<file path="config.mk">
export PLATFORM = sky130hd
export DESIGN_NAME = mem_port_arbiter
export DESIGN_NICKNAME = d
export VERILOG_FILES = /design/src/rtl/mem_arb_pkg.sv /design/src/rtl/mem_arb_pick.sv /design/src/rtl/mem_port_arbiter.sv
export SDC_FILE = /design/constraint.sdc
export NUM_CORES = 1
export LEC_CHECK = 0
export ABC_AREA = 0
export BUFFER_PORTS_ARGS = -buffer_cell sky130_fd_sc_hd__buf_2
export CAP_MARGIN = 25
export CELL_PAD_IN_SITES_DETAIL_PLACEMENT = 1
export CELL_PAD_IN_SITES_GLOBAL_PLACEMENT = 2
export CORE_MARGIN = 2
export CORE_UTILIZATION = 25
export CTS_CLUSTER_DIAMETER = 200
export DETAILED_ROUTE_END_ITERATION = 8
export GPL_TIMING_DRIVEN = 0
export PLACE_DENSITY_LB_ADDON = 0.1
export RECOVER_POWER = 25
export SYNTH_ARGS = -nofsm -noshare
export SYNTH_HDL_FRONTEND = slang
export SYNTH_SLANG_ARGS = --single-unit
export TNS_END_PERCENT = 10
</file>
<file path="constraint.sdc">
create_clock -name clk -period 4.4 [get_ports clk]
set_input_delay 0.88 -clock clk [delete_from_list [all_inputs] [get_ports clk]]
set_output_delay 0.88 -clock clk [all_outputs]
set_load 0.1 [all_outputs]
</file>
<file path="src/rtl/mem_arb_pkg.sv">
// Shared encodings for the RAM port arbiter: owner codes and the transaction FSM states.
package mem_arb_pkg;

   localparam logic [1:0] OWN_NONE = 2'd0;
   localparam logic [1:0] OWN_IF   = 2'd1;
   localparam logic [1:0] OWN_MEM  = 2'd2;
   localparam logic [1:0] OWN_LD   = 2'd3;

   typedef enum logic [1:0] {
      ST_IDLE  = 2'd0,
      ST_ISSUE = 2'd1,
      ST_WAIT  = 2'd2,
      ST_DONE  = 2'd3
   } arb_state_t;

endpackage

</file>
<file path="src/rtl/mem_arb_pick.sv">
// Fixed-priority request picker: the loader beats the MEM stage, which beats instruction fetch.
module mem_arb_pick
   import mem_arb_pkg::*;
(
   input  logic       i_if_req,
   input  logic       i_mem_req,
   input  logic       i_ld_req,
   output logic [1:0] o_owner,
   output logic       o_valid
);

   // Highest-priority active request wins.
   always_comb begin
      o_owner = OWN_NONE;
      o_valid = 1'b0;
      if (i_ld_req) begin
         o_owner = OWN_LD;
         o_valid = 1'b1;
      end else if (i_mem_req) begin
         o_owner = OWN_MEM;
         o_valid = 1'b1;
      end else if (i_if_req) begin
         o_owner = OWN_IF;
         o_valid = 1'b1;
      end else begin
         o_owner = OWN_NONE;
         o_valid = 1'b0;
      end
   end

endmodule

</file>
<file path="src/rtl/mem_port_arbiter.sv">
// Shares one synchronous single-port RAM between fetch, the MEM stage and the boot loader,
// with a req/ack handshake per requester so the sequencer can stall on memory.
module mem_port_arbiter
   import mem_arb_pkg::*;
#(
   parameter int ADDR_W     = 32,
   parameter int DATA_W     = 32,
   parameter int RAM_ADDR_W = 14,
   parameter int RAM_LAT    = 2
) (
   input  logic                  clk,
   input  logic                  reset,
   input  logic                  if_req,
   input  logic [ADDR_W-1:0]     if_addr,
   output logic [DATA_W-1:0]     if_rdata,
   output logic                  if_ack,
   input  logic                  mem_req,
   input  logic                  mem_we,
   input  logic [ADDR_W-1:0]     mem_addr,
   input  logic [DATA_W-1:0]     mem_wdata,
   output logic [DATA_W-1:0]     mem_rdata,
   output logic                  mem_ack,
   input  logic                  ld_req,
   input  logic [ADDR_W-1:0]     ld_addr,
   input  logic [DATA_W-1:0]     ld_wdata,
   output logic                  ld_ack,
   output logic [RAM_ADDR_W-1:0] ram_addr,
   output logic [DATA_W-1:0]     ram_wdata,
   output logic                  ram_we,
   input  logic [DATA_W-1:0]     ram_rdata,
   output logic [1:0]            owner,
   output logic                  busy
);

   localparam logic [3:0] LP_CNT_INIT = 4'(RAM_LAT - 1);

   arb_state_t            r_state;
   logic [1:0]            r_owner;
   logic                  r_we;
   logic [3:0]            r_cnt;
   logic [RAM_ADDR_W-1:0] r_ram_addr;
   logic [DATA_W-1:0]     r_ram_wdata;
   logic                  r_ram_we;
   logic [DATA_W-1:0]     r_if_rdata;
   logic [DATA_W-1:0]     r_mem_rdata;
   logic                  r_if_ack;
   logic                  r_mem_ack;
   logic                  r_ld_ack;

   logic [1:0]            w_pick_owner;
   logic                  w_pick_valid;
   logic [RAM_ADDR_W-1:0] w_sel_idx;
   logic [DATA_W-1:0]     w_sel_wdata;
   logic                  w_sel_we;
   logic                  w_capture;
   logic                  w_enter_done;
   logic                  w_unused;

   mem_arb_pick u_pick (
      .i_if_req  (if_req),
      .i_mem_req (mem_req),
      .i_ld_req  (ld_req),
      .o_owner   (w_pick_owner),
      .o_valid   (w_pick_valid)
   );

   // Byte offset and bits above the RAM index are deliberately dropped (truncate / wrap).
   assign w_unused = ^{if_addr[ADDR_W-1:RAM_ADDR_W+2], if_addr[1:0],
                       mem_addr[ADDR_W-1:RAM_ADDR_W+2], mem_addr[1:0],
                       ld_addr[ADDR_W-1:RAM_ADDR_W+2], ld_addr[1:0]};

   // Route the winning requester's operands toward the RAM port.
   always_comb begin
      w_sel_idx   = if_addr[RAM_ADDR_W+1:2];
      w_sel_wdata = {DATA_W{1'b0}};
      w_sel_we    = 1'b0;
      case (w_pick_owner)
         OWN_LD: begin
            w_sel_idx   = ld_addr[RAM_ADDR_W+1:2];
            w_sel_wdata = ld_wdata;
            w_sel_we    = 1'b1;
         end
         OWN_MEM: begin
            w_sel_idx   = mem_addr[RAM_ADDR_W+1:2];
            w_sel_wdata = mem_wdata;
            w_sel_we    = mem_we;
         end
         OWN_IF: begin
            w_sel_idx   = if_addr[RAM_ADDR_W+1:2];
            w_sel_wdata = {DATA_W{1'b0}};
            w_sel_we    = 1'b0;
         end
         default: begin
            w_sel_idx   = if_addr[RAM_ADDR_W+1:2];
            w_sel_wdata = {DATA_W{1'b0}};
            w_sel_we    = 1'b0;
         end
      endcase
   end

   // Read data is valid in the last WAIT cycle; DONE follows a write's ISSUE or that capture.
   always_comb begin
      w_capture    = (r_state == ST_WAIT) && (r_cnt == 4'd0);
      w_enter_done = w_capture || ((r_state == ST_ISSUE) && r_we);
   end

   // Transaction FSM; the RAM port registers load at the grant edge so they are valid in ISSUE.
   always_ff @(posedge clk or posedge reset) begin
      if (reset) begin
         r_state     <= ST_IDLE;
         r_owner     <= OWN_NONE;
         r_we        <= 1'b0;
         r_cnt       <= 4'd0;
         r_ram_addr  <= {RAM_ADDR_W{1'b0}};
         r_ram_wdata <= {DATA_W{1'b0}};
         r_ram_we    <= 1'b0;
      end else begin
         r_ram_we <= 1'b0;
         case (r_state)
            ST_IDLE: begin
               if (w_pick_valid) begin
                  r_state    <= ST_ISSUE;
                  r_owner    <= w_pick_owner;
                  r_we       <= w_sel_we;
                  r_ram_addr <= w_sel_idx;
                  r_ram_we   <= w_sel_we;
                  if (w_sel_we) begin
                     r_ram_wdata <= w_sel_wdata;
                  end
               end
            end
            ST_ISSUE: begin
               if (r_we) begin
                  r_state <= ST_DONE;
               end else begin
                  r_state <= ST_WAIT;
                  r_cnt   <= LP_CNT_INIT;
               end
            end
            ST_WAIT: begin
               if (r_cnt == 4'd0) begin
                  r_state <= ST_DONE;
               end else begin
                  r_cnt <= r_cnt - 4'd1;
               end
            end
            ST_DONE: begin
               r_state <= ST_IDLE;
               r_owner <= OWN_NONE;
            end
            default: begin
               r_state <= ST_IDLE;
               r_owner <= OWN_NONE;
            end
         endcase
      end
   end

   // Per-requester ack pulse for the DONE cycle and read-data capture for the reading owner.
   always_ff @(posedge clk or posedge reset) begin
      if (reset) begin
         r_if_ack    <= 1'b0;
         r_mem_ack   <= 1'b0;
         r_ld_ack    <= 1'b0;
         r_if_rdata  <= {DATA_W{1'b0}};
         r_mem_rdata <= {DATA_W{1'b0}};
      end else begin
         r_if_ack  <= w_enter_done && (r_owner == OWN_IF);
         r_mem_ack <= w_enter_done && (r_owner == OWN_MEM);
         r_ld_ack  <= w_enter_done && (r_owner == OWN_LD);
         if (w_capture && (r_owner == OWN_IF)) begin
            r_if_rdata <= ram_rdata;
         end
         if (w_capture && (r_owner == OWN_MEM)) begin
            r_mem_rdata <= ram_rdata;
         end
      end
   end

   assign owner     = r_owner;
   assign busy      = (r_state != ST_IDLE);
   assign ram_addr  = r_ram_addr;
   assign ram_wdata = r_ram_wdata;
   assign ram_we    = r_ram_we;
   assign if_rdata  = r_if_rdata;
   assign mem_rdata = r_mem_rdata;
   assign if_ack    = r_if_ack;
   assign mem_ack   = r_mem_ack;
   assign ld_ack    = r_ld_ack;

endmodule

</file>
== Word level (Yosys, flattened, before mapping) ==
Index checks and enable logic that the tools add are counted.
W data, S select, Z words.
Cells by class
  add/sub/neg operators: 1
  eq/ne operators: 12
  mux-type cells: 20
  reductions and logical operators: 18
Operator list (number)
  $pmux W32 S2: 1
  $pmux W14 S2: 1
  $eq A2 B2 Y1 const B: 6
  $mux W2: 5
  $mux W4: 2
  $pmux W2 S4: 1
  $pmux W4 S2: 1
  $logic_and A1 B1 Y1: 7
  $mux W1: 7
  $reduce_and A2 Y1: 3
  $reduce_and A3 Y1: 2
  $reduce_bool A2 Y1: 3
  $eq A2 B1 Y1 const B: 2
  $logic_not A4 Y1: 1
  $ne A2 B1 Y1 const B: 2
  $ne A2 B2 Y1 const B: 2
  $pmux W2 S2: 1
  $sub A4 B1 Y4 const B: 1
  $logic_not A2 Y1: 1
  $pmux W1 S2: 1
  $logic_or A1 B1 Y1: 1
Word-level totals
  register bits after elaboration: 123
  input bits: 198
  output and inout bits: 117
  word-level logic and storage cells: 63

== Logic depth before layout (Yosys ltp) ==
Gate-level depths: netlist of the first run.
  depth after elaboration: 7
  depth in mapped cells: 7

== Hierarchy ==
Synthesis of the first run repeated with hierarchy kept, for this count alone.
Unflattened totals
  cell total of the unflattened synthesis: 471
  area total of the unflattened synthesis: 5851.9 sq um
By module, submodules not included
  mem_port_arbiter: instances 1, cells each 467, area each 5826.8 sq um, seq. area each 3078.0 sq um
  mem_arb_pick: instances 1, cells each 4, area each 25.0 sq um, seq. area each 0.0 sq um

== Worst setup path before layout of the first run ==
Ideal clock, no wire load.
  path kind: flip-flop to output port
  start point: register r_state[0]
  end point: output busy
  arrival time: 1.383 ns
  required time: 3.520 ns
  path slack: 2.137 ns
  cell stages (with the launch flop): 4
  cells stage by stage: dfrtp_1 > inv_1 > ha_1 > inv_1
Between the ends
  longest elaborated chain between the ends: 1
Ends and longest elaborated chain
  from (decl): RTL line mem_port_arbiter.sv:37  | arb_state_t r_state;
  from (signal assigned): RTL line mem_port_arbiter.sv:110  | r_state <= ST_IDLE;
  from (signal assigned): RTL line mem_port_arbiter.sv:122  | r_state <= ST_ISSUE;
  from (signal assigned): RTL line mem_port_arbiter.sv:134  | r_state <= ST_DONE;
  $reduce_bool A2 Y1: RTL line mem_port_arbiter.sv:181  | assign busy = (r_state != ST_IDLE);
  to (decl): RTL line mem_port_arbiter.sv:32  | output logic busy
Every way passes these cells.

== Worst setup path after layout of the first run ==
Same ends and word-level chain as after synthesis.

==> impl_metrics.ini, run 1 <==
[timing]
finalWorstSetupSlack_ps = 1697
finalCritPeriodShare_pct = 61.43
slew_headroom_pct = -90.68
max_clock_freq_ghz = 0.3699
skew_ps = 6.630
final-setup-viol-count = 0
hold_viol = 0
min_period_ps = 2703
slew_viol_final = 61
rsz0062_at_grt = no
worst_pin_slew_ps = 2845

[setup_path]
crit_end = busy
critPathLaunch = r_state[0]
endpoint_kind = primary output
cp_max_fo = 6
r2r_slack_ps = 2460
r2r_start = r_state[0]
crit_arrival_ps = 1820
slowest_delay_ps = 440
cp_cell_sequence = inv_1 -> ha_1 -> inv_1 -> buf_2
crit_type = reg2out
r2r-end = mem_rdata[8]
cp_common_cell = inv_1
reg2regPathDepth = 7
critPathTopFamily = buffers and inverters
cp_data_required_time_ps = 3520
cp-start-kind = register
cp.depth = 4
slowest_stage = buf_2
worst-path-buf-inv = 3

[cells_and_area]
post-route-util_pct = 35.46
multi_input_area_mm2 = 0.002416
layout-drive-gt1-share_pct = 62.59
seqCellArea_mm2 = 0.003078
fillers = 2484
num_antenna_cells = 0
nNetsFinal = 879
stdcell_count = 972
area_growth_pct = 40.11

[clock_network]
cts-root-buf = clkbuf_16
cts_max_level = 4
cts_hold_buf = 0
insertion_delay_ps = 410
clock_path_buffers = 2
post_cts_buffers = 0
numCtsBuffers = 17
clock-sinks = 123
ctsResizeCount = 0
cts.clk_slew.worst_paths_ps = 60
cts_tree = built

[placed_design]
portBuffers = 260
gp_congestion = 0.7336
placed_cells = 940
dpl.hpwl_um = 12460
pre_cts_ws_ps = 2019

[synthesis]
netlist_area_mm2 = 0.005678
synth.avg_cell_area_um2 = 14.41
synthAdderAreaFrac_pct = 1.543
netlist_top_cells_area = dfrtp_1, mux2_4, mux2_2, a22o_1, mux2i_1
synthSimpleGateAreaFrac_pct = 4.716
synth_top_family_by_area = multiplexers
synth_compound_gate_area_share_pct = 8.506
synth_mux_area_share_pct = 27.79
yosysTopAreaCell = dfrtp_1
synth_cells = 394
yosysWarnings = 0
synthXorXnorAreaFrac_pct = 0
ys_seq_elements = 123
synthDistinctLibCells = 38
synth_top_area_share_pct = 54.21
syn-num-nets = 599
seq_area_frac_synth_pct = 54.21

[route]
drt_wl_total_um = 16440
vias = 4267
detail_route.wl_per_cell_um = 16.92
wl_met3_um = 1509
first_pass_iters = 4
drc = 0
drt-met1-wl_um = 7377
via_per_inst = 4.390
drtIter0Drc = 86
ant_nets = 0
top_layer_used = met4
dr_wl_met2_um = 7377

[floorplan]
die_h_um = 154.7
core_mm2 = 0.02243
io_pins = 315
die_w_um = 154.7
die-area_mm2 = 0.02393
row_count = 55
initial_core_util_pct = 25.31

[worst_hold_path]
worstHoldStart = r_cnt[0]
worst_hold_path_type = reg2reg

[status]
violations = capacitance limit, slew limit
status = finished with violations

[global_routing]
grtUsageTotal_pct = 13.75
antenna_found_initial = 0
grt_pass1_wl_um = 25690
grt_pass1_vias = 4634
globalRoute.totalOverflow = 0
grt_max_degree = 64

[run]
cap_violations = 1
[cells by family after synthesis]
kind of cell / after synthesis
mux: 125
flops: 123
compound gates: 63
simple gates: 45
buf+inv: 31
fa+ha+maj: 7
[sequential cells by signal, indices dropped and copies added (netlist names)]
signal	flops
mem_ack	1
if_ack	1
mem_rdata	32
r_cnt	4
if_rdata	32
ram_addr	14
owner	2
ld_ack	1
r_we	1
r_state	2
ram_wdata	32
ram_we	1
[area by class of cell]
class | count | area share, %
Sequential cell | 123 | 38.69
Multi-Input combinational cell | 240 | 30.37
Timing Repair Buffer | 261 | 16.70
Clock buffer | 17 | 5.348
Tap cell | 285 | 4.483
Clock inverter | 15 | 2.076
Buffer | 24 | 1.982
Inverter | 7 | 0.3460
[metal layers]
metal  vias to the layer above  GRT usage [%]
met2                       182          21.58
li1                       1994              -
met1                      2080          17.02
met4                         0          4.189
met3                        11          6.164
met5                         -              0
[metrics by stage]
step / setup TNS, ps / hold WS [ps] / area, um^2
after floorplan: 0 / 451.8 / 5678
after global placement: -178720 / 476.6 / 7336
after detailed placement: 0 / 474.9 / 7368
after CTS: 0 / 483.0 / 7959
after global routing: 0 / 507.0 / 7955
final: 0 / 478.9 / 7955
[synth_stat cells, drive strengths merged]
master,number
o2bb2ai,1
o211ai,1
nand2,20
and4bb,1
o41ai,1
a2bb2oi,2
or3b,1
o31ai,3
a31oi,1
nor3,2
nand3,1
mux2i,14
nor2b,3
nor3b,2
o21bai,1
clkbuf,4
a22o,32
nor4b,1
a21o,1
ha,7
o21ai,17
a21oi,2
nand3b,5
a211oi,1
and2,1
dfrtp,123
nor2,7
buf,20
mux2,111
inv,7
or3,1
[worst min-delay path by stage]
| stage | endpoint | slack [ps] | cells after the start |
|---|---|---|---|
| floorplan | r_cnt[0] | 450 | 1 |
| global placement | r_cnt[0] | 480 | 1 |
| detailed placement | r_cnt[0] | 470 | 1 |
| CTS | r_cnt[0] | 480 | 1 |
| global route | ram_wdata[26] | 510 | 1 |
| finish | r_cnt[0] | 480 | 1 |
[cells in the final DEF, fill, tap and decap left out, drive strengths merged, types with 2 or more instances in the layout]
master    Yosys  layout
buf          20     281
dfrtp       123     123
mux2        111     111
a22o         32      32
clkbuf        4      21
nand2        20      20
o21ai        17      17
mux2i        14      14
inv           7      11
nor2          7       7
ha            7       7
nand3b        5       5
clkinv        0       5
clkinvlp      0       4
nor2b         3       3
o31ai         3       3
nor3b         2       2
nor3          2       2
a21oi         2       2
a2bb2oi       2       2
bufinv        0       2
Power of run 1 is left out: the tool's default activity adds up to more than one toggle a clock period on the data nets, which glitch-free logic cannot reach.
==> run 2, diff against run 1 <==
--- a/config.mk
+++ b/config.mk
@@ -5,13 +5,13 @@
 export SDC_FILE = /design/constraint.sdc
 export NUM_CORES = 1
 export LEC_CHECK = 0
-export ABC_AREA = 0
+export ABC_AREA = 1
 export BUFFER_PORTS_ARGS = -buffer_cell sky130_fd_sc_hd__buf_2
 export CAP_MARGIN = 25
 export CELL_PAD_IN_SITES_DETAIL_PLACEMENT = 1
 export CELL_PAD_IN_SITES_GLOBAL_PLACEMENT = 2
 export CORE_MARGIN = 2
-export CORE_UTILIZATION = 25
+export CORE_UTILIZATION = 24
 export CTS_CLUSTER_DIAMETER = 200
 export DETAILED_ROUTE_END_ITERATION = 8
 export GPL_TIMING_DRIVEN = 0
==> constraint.sdc (replaced) <==
create_clock -name clk -period 2.6 [get_ports clk]
set_input_delay 0.52 -clock clk [delete_from_list [all_inputs] [get_ports clk]]
set_output_delay 0.52 -clock clk [all_outputs]
set_load 0.1 [all_outputs]
==> run 2 against run 1 <==
Net effect: the flow still finishes with violations (capacitance limit, slew limit); wire length is 20% higher; critical path depth unchanged; global-route usage up 2.2 points; worst setup slack worse by 1500 ps; utilization down 0.91 points; sequential share of layout area is 0.85 points lower; area after synthesis increased by 1.4%.
==> impl_metrics.ini, run 2 <==
[synthesis]
yosysTopAreaCell = dfrtp_1
syn-num-nets = 880
synth_edf_count = 0
synth_top_family_by_area = simple AND/OR/NAND/NOR gates
synth_cells = 675
synthTopCellsByCount = nand2_1, dfrtp_1, inv_1, o21ai_0
synthAdderAreaFrac_pct = 1.521
synth_top_area_share_pct = 53.47
synth.avg_cell_area_um2 = 8.529
synth_top_flop_cell = dfrtp_1
yosysMostFrequentCell = nand2_1
netlist_top_cells_area = dfrtp_1, nand2_1, inv_1, o21ai_2, o21ai_0
netlist_area_mm2 = 0.005757
synth_compound_gate_area_share_pct = 13.39
seq_area_frac_synth_pct = 53.47
synthXorXnorAreaFrac_pct = 0
synth_mux_area_share_pct = 0
synthDistinctLibCells = 22
synthArstFlopShare_pct = 100.0
yosysWarnings = 0
ys_seq_elements = 123
synthSimpleGateAreaFrac_pct = 21.65

[clock_network]
cts_hold_buf = 0
cts_max_level = 4
ctsResizeCount = 0
numCtsBuffers = 17
cts-root-buf = clkbuf_16
cts_tree = built
cts.clk_slew.worst_paths_ps = 60
post_cts_buffers = 0
insertion_delay_ps = 420
clock-sinks = 123
clock_path_buffers = 2

[floorplan]
die_w_um = 158.9
initial_core_util_pct = 24.45
core_mm2 = 0.02354
die-area_mm2 = 0.02524
row_count = 56
io_pins = 315
die_h_um = 158.9

[route]
vias = 5320
drt-met1-wl_um = 9140
drc = 0
ant_nets = 0
drtIter0Drc = 191
first_pass_iters = 4
wl_met3_um = 1417
via_per_inst = 4.118
detail_route.wl_per_cell_um = 15.27
drt_wl_total_um = 19730
dr_wl_met2_um = 8932
top_layer_used = met5

[timing]
slew_headroom_pct = -0.4349
hold_viol = 0
final-setup-viol-count = 0
worst_pin_slew_ps = 1498
slew_viol_final = 1
fin_hold_ws_ps = 361.9
min_period_ps = 2423
skew_ps = 13.42
finalCritPeriodShare_pct = 93.18
max_clock_freq_ghz = 0.4127
rsz0062_at_grt = no

[setup_path]
cp_data_required_time_ps = 2080
slowest_delay_ps = 480
worst-path-buf-inv = 3
r2r-end = ram_addr[7]
endpoint_kind = primary output
critPathTopFamily = buffers and inverters
reg2regPathDepth = 8
critPathLaunch = r_state[0]
cp_max_fo = 5
r2r_slack_ps = 790
slowest_stage = buf_2
crit_arrival_ps = 1900
r2r_start = r_state[0]
cp_cell_sequence = inv_1 -> ha_1 -> inv_1 -> buf_2
cp-start-kind = register
cp_common_cell = inv_1
crit_type = reg2out

[worst_hold_path]
min_delay_path_depth = 3
worstHoldStart = if_addr[2]
hold_end = ram_addr[0]
worst_hold_path_type = in2reg

[global_routing]
antenna_found_initial = 4
grt_pass1_wl_um = 31790
grt_pass1_vias = 5727
grt_max_degree = 37
grtUsageTotal_pct = 15.94
globalRoute.totalOverflow = 0

[status]
status = finished with violations
violations = capacitance limit, slew limit

[placed_design]
dpl.hpwl_um = 15270
portBuffers = 260
gp_congestion = 0.7361

[run]
cap_violations = 1

[cells_and_area]
layout-drive-gt1-share_pct = 38.66
nNetsFinal = 1162
area_growth_pct = 41.27
final_cell_mix = nand2_1, buf_2, dfrtp_1
-- run 2: how the worst max path moves through the flow --
stage	end	cells past startpoint	slack (ps)
3_5_place_dp	busy	4	600
4_1_cts	busy	4	140
2_1_floorplan	if_ack	1	570
5_1_grt	ram_wdata[22]	4	70
3_3_place_gp	ram_wdata[20]	2	-520
6_report	busy	4	180
-- run 2: cells by family (layout without fill, tap and decap cells) --
family / after synthesis / in the layout
and+or+nand+nor: 310 / 310
adders and majority gates: 7 / 7
DFF: 123 / 123
other: 0 / 3
buffers and inverters: 115 / 410
AOI/OAI and AO/OA: 120 / 120
-- run 2: stage by stage --
step                      utilization [%]  cell area, um^2  std cells  setup slack (ps)  TNS (ps)
after global routing                34.51             8125       1289             65.39         0
final                               34.55             8133       1292             177.2         0
after global placement              31.69             7461       1254            -517.7    -62110
after detailed placement            31.95             7521       1257             599.3         0
after floorplan                         -             5761        675             568.7         0
after CTS                           34.69             8167       1289             142.5         0
-- run 2: final cells by class --
class                           instances  area [um^2]
Fill cell                            2956        15410
Sequential cell                       123         3078
Multi-Input combinational cell        437         2105
Timing Repair Buffer                  263         1323
Clock buffer                           18        439.2
Tap cell                              319        399.1
Inverter                               82        309.0
Buffer                                 33        266.5
Clock inverter                         14        206.4
Antenna cell                            3        7.507
-- run 2: worst reg2reg max path: stages, from the launching register on --
cell	delay (ps)
dfrtp_1	420
inv_1	160
ha_1	290
inv_1	160
a21oi_4	270
inv_2	120
buf_6	170
nand2_1	60
nand2_1	50
-- run 2: per-layer routing --
layer,vias up,track usage (%)
li1,2683,-
met1,2448,20.71
met2,164,25.35
met3,21,5.486
met4,4,4.215
met5,-,0
Power of run 2 is left out for the same reason.
==> run 3, diff against run 2 <==
==> constraint.sdc (replaced) <==
create_clock -name clk -period 2.6 [get_ports clk]
set_input_delay 0.52 -clock clk [delete_from_list [all_inputs] [get_ports clk]]
set_output_delay 0.52 -clock clk [all_outputs]
set_load 0.005 [all_outputs]
==> run 3 against run 2 <==
Net effect: the run still ends with capacitance limit, slew limit left; register-to-register slack better by 20 ps; final cell count unchanged; non-clock buffer count did not move; worst hold slack better by 1.1 ps; critical path depth stayed put; clock skew fell by 0.78 ps; critical endpoint unchanged; highest routed layer unchanged.
==> impl_metrics.ini, run 3 (same netlist as run 2, synthesis figures left out) <==
[status]
status = finished with violations
violations = capacitance limit, slew limit

[setup_path]
cp_max_fo = 5
reg2regPathDepth = 8
r2r_slack_ps = 810
endpoint_kind = primary output
r2r_start = r_state[0]
cp-start-kind = register
crit_type = reg2out
cp_data_required_time_ps = 2080
crit_arrival_ps = 1590
r2r-end = ram_addr[7]

[power]
p_int_mw = 5.797
p_switching_mw = 3.153
p_leak_nw = 4.563
total_power_mw = 8.950
clkPwrFrac_pct = 29.1
powerDensity_mw_per_mm2 = 1099
seqPwrFrac_pct = 36.2
ir_drop_mv = 0.3042
switching_share_pct = 35.23
p_comb_share_pct = 34.7

[floorplan]
io_pins = 315
die_h_um = 158.9
die-area_mm2 = 0.02524
initial_core_util_pct = 24.45
core_mm2 = 0.02354
die_w_um = 158.9
row_count = 56

[clock_network]
cts-root-buf = clkbuf_16
insertion_delay_ps = 410
ctsResizeCount = 0
post_cts_buffers = 0
clock-sinks = 123
cts.clk_slew.worst_paths_ps = 60
cts_tree = built
clock_path_buffers = 2
numCtsBuffers = 17
cts_max_level = 4
cts_hold_buf = 0

[run]
cap_violations = 1

[global_routing]
grt_pass1_vias = 5727
antenna_found_initial = 4
globalRoute.totalOverflow = 0
grt_pass1_wl_um = 31790
grtUsageTotal_pct = 15.94
grt_max_degree = 37

[route]
first_pass_iters = 4
via_per_inst = 4.118
ant_nets = 0
detail_route.wl_per_cell_um = 15.26
drtIter0Drc = 195
drc = 0
drt_wl_total_um = 19720
vias = 5321

[timing]
worst_pin_slew_ps = 1564
skew_ps = 12.64
finalCritPeriodShare_pct = 81.25
hold_viol = 0
final-setup-viol-count = 0
slew_headroom_pct = -4.813
max_clock_freq_ghz = 0.4734
slew_viol_final = 34
min_period_ps = 2112
rsz0062_at_grt = no

[placed_design]
portBuffers = 260
dpl.hpwl_um = 15270
gp_congestion = 0.7361

[cells_and_area]
area_growth_pct = 41.47
nNetsFinal = 1162
post-route-util_pct = 34.59
final_cell_mix = nand2_1, buf_2, dfrtp_1
layout-drive-gt1-share_pct = 38.66

[worst_hold_path]
worstHoldStart = if_addr[2]
hold_end = ram_addr[0]
worst_hold_path_type = in2reg
min_delay_path_depth = 3
-- run 3: cell counts in the layout (fill, tap and decap cells not counted) --
Identical to the previous run, type by type.
-- run 3: metal layers --
| metal | up-vias | GRT usage (%) | wire [um] |
|---|---|---|---|
| li1 | 2680 | - | - |
| met1 | 2456 | 20.71 | 9081 |
| met2 | 163 | 25.35 | 8989 |
| met3 | 18 | 5.486 | 1441 |
| met4 | 4 | 4.215 | 177 |
| met5 | - | 0 | 24 |
-- run 3: worst max path at each step --
stage	start	end	slack, ps	cells after the start
4_1_cts	r_state[0]	busy	460	4
6_report	r_state[0]	busy	490	4
3_3_place_gp	reset	ram_wdata[20]	-520	2
3_5_place_dp	r_state[0]	ram_wdata[0]	760	8
2_1_floorplan	reset	if_ack	570	1
5_1_grt	reset	if_rdata[6]	310	3
-- run 3: power by group through the flow --
| stage | Sequential (mW) | Clock [mW] | Combinational, mW |
|---|---|---|---|
| after floorplan | 3.33 | 0 | 1.57 |
| after detailed placement | 3.27 | 0 | 3.21 |
| final | 3.24 | 2.60 | 3.11 |
| after CTS | 3.25 | 2.69 | 3.21 |
| after global placement | 3.25 | 0 | 3.17 |
| after global routing | 3.37 | 2.76 | 3.56 |
-- run 3: worst max-delay path, cell delays in order (launching register included) --
cell and delay, ps:
dfrtp_1 420, inv_1 160, ha_1 290, inv_1 160, buf_2 170
-- run 3: through the flow --
stage	instances	setup TNS [ps]	area, um^2	setup slack [ps]	hold slack [ps]
2_1_floorplan	675	0	5761	568.7	441.7
3_3_place_gp	1254	-62110	7461	-517.7	449.3
3_5_place_dp	1257	0	7521	764.1	452.8
4_1_cts	1289	0	8167	456.7	266.2
5_1_grt	1289	0	8137	314.7	360.9
6_report	1292	0	8144	487.5	363.0
-- run 3: final cells by class --
type / count / area [um^2]
clock buffers: 18 / 439.2
fillers: 2956 / 15400
multi-input cells: 437 / 2105
plain buffers: 33 / 266.5
repair buffers: 263 / 1334
flip-flops and latches: 123 / 3078
inverters: 82 / 309.0
clock inverters: 14 / 206.4
diodes: 3 / 7.507
well taps: 319 / 399.1
No activity file was read; power rests on OpenSTA's default activity.
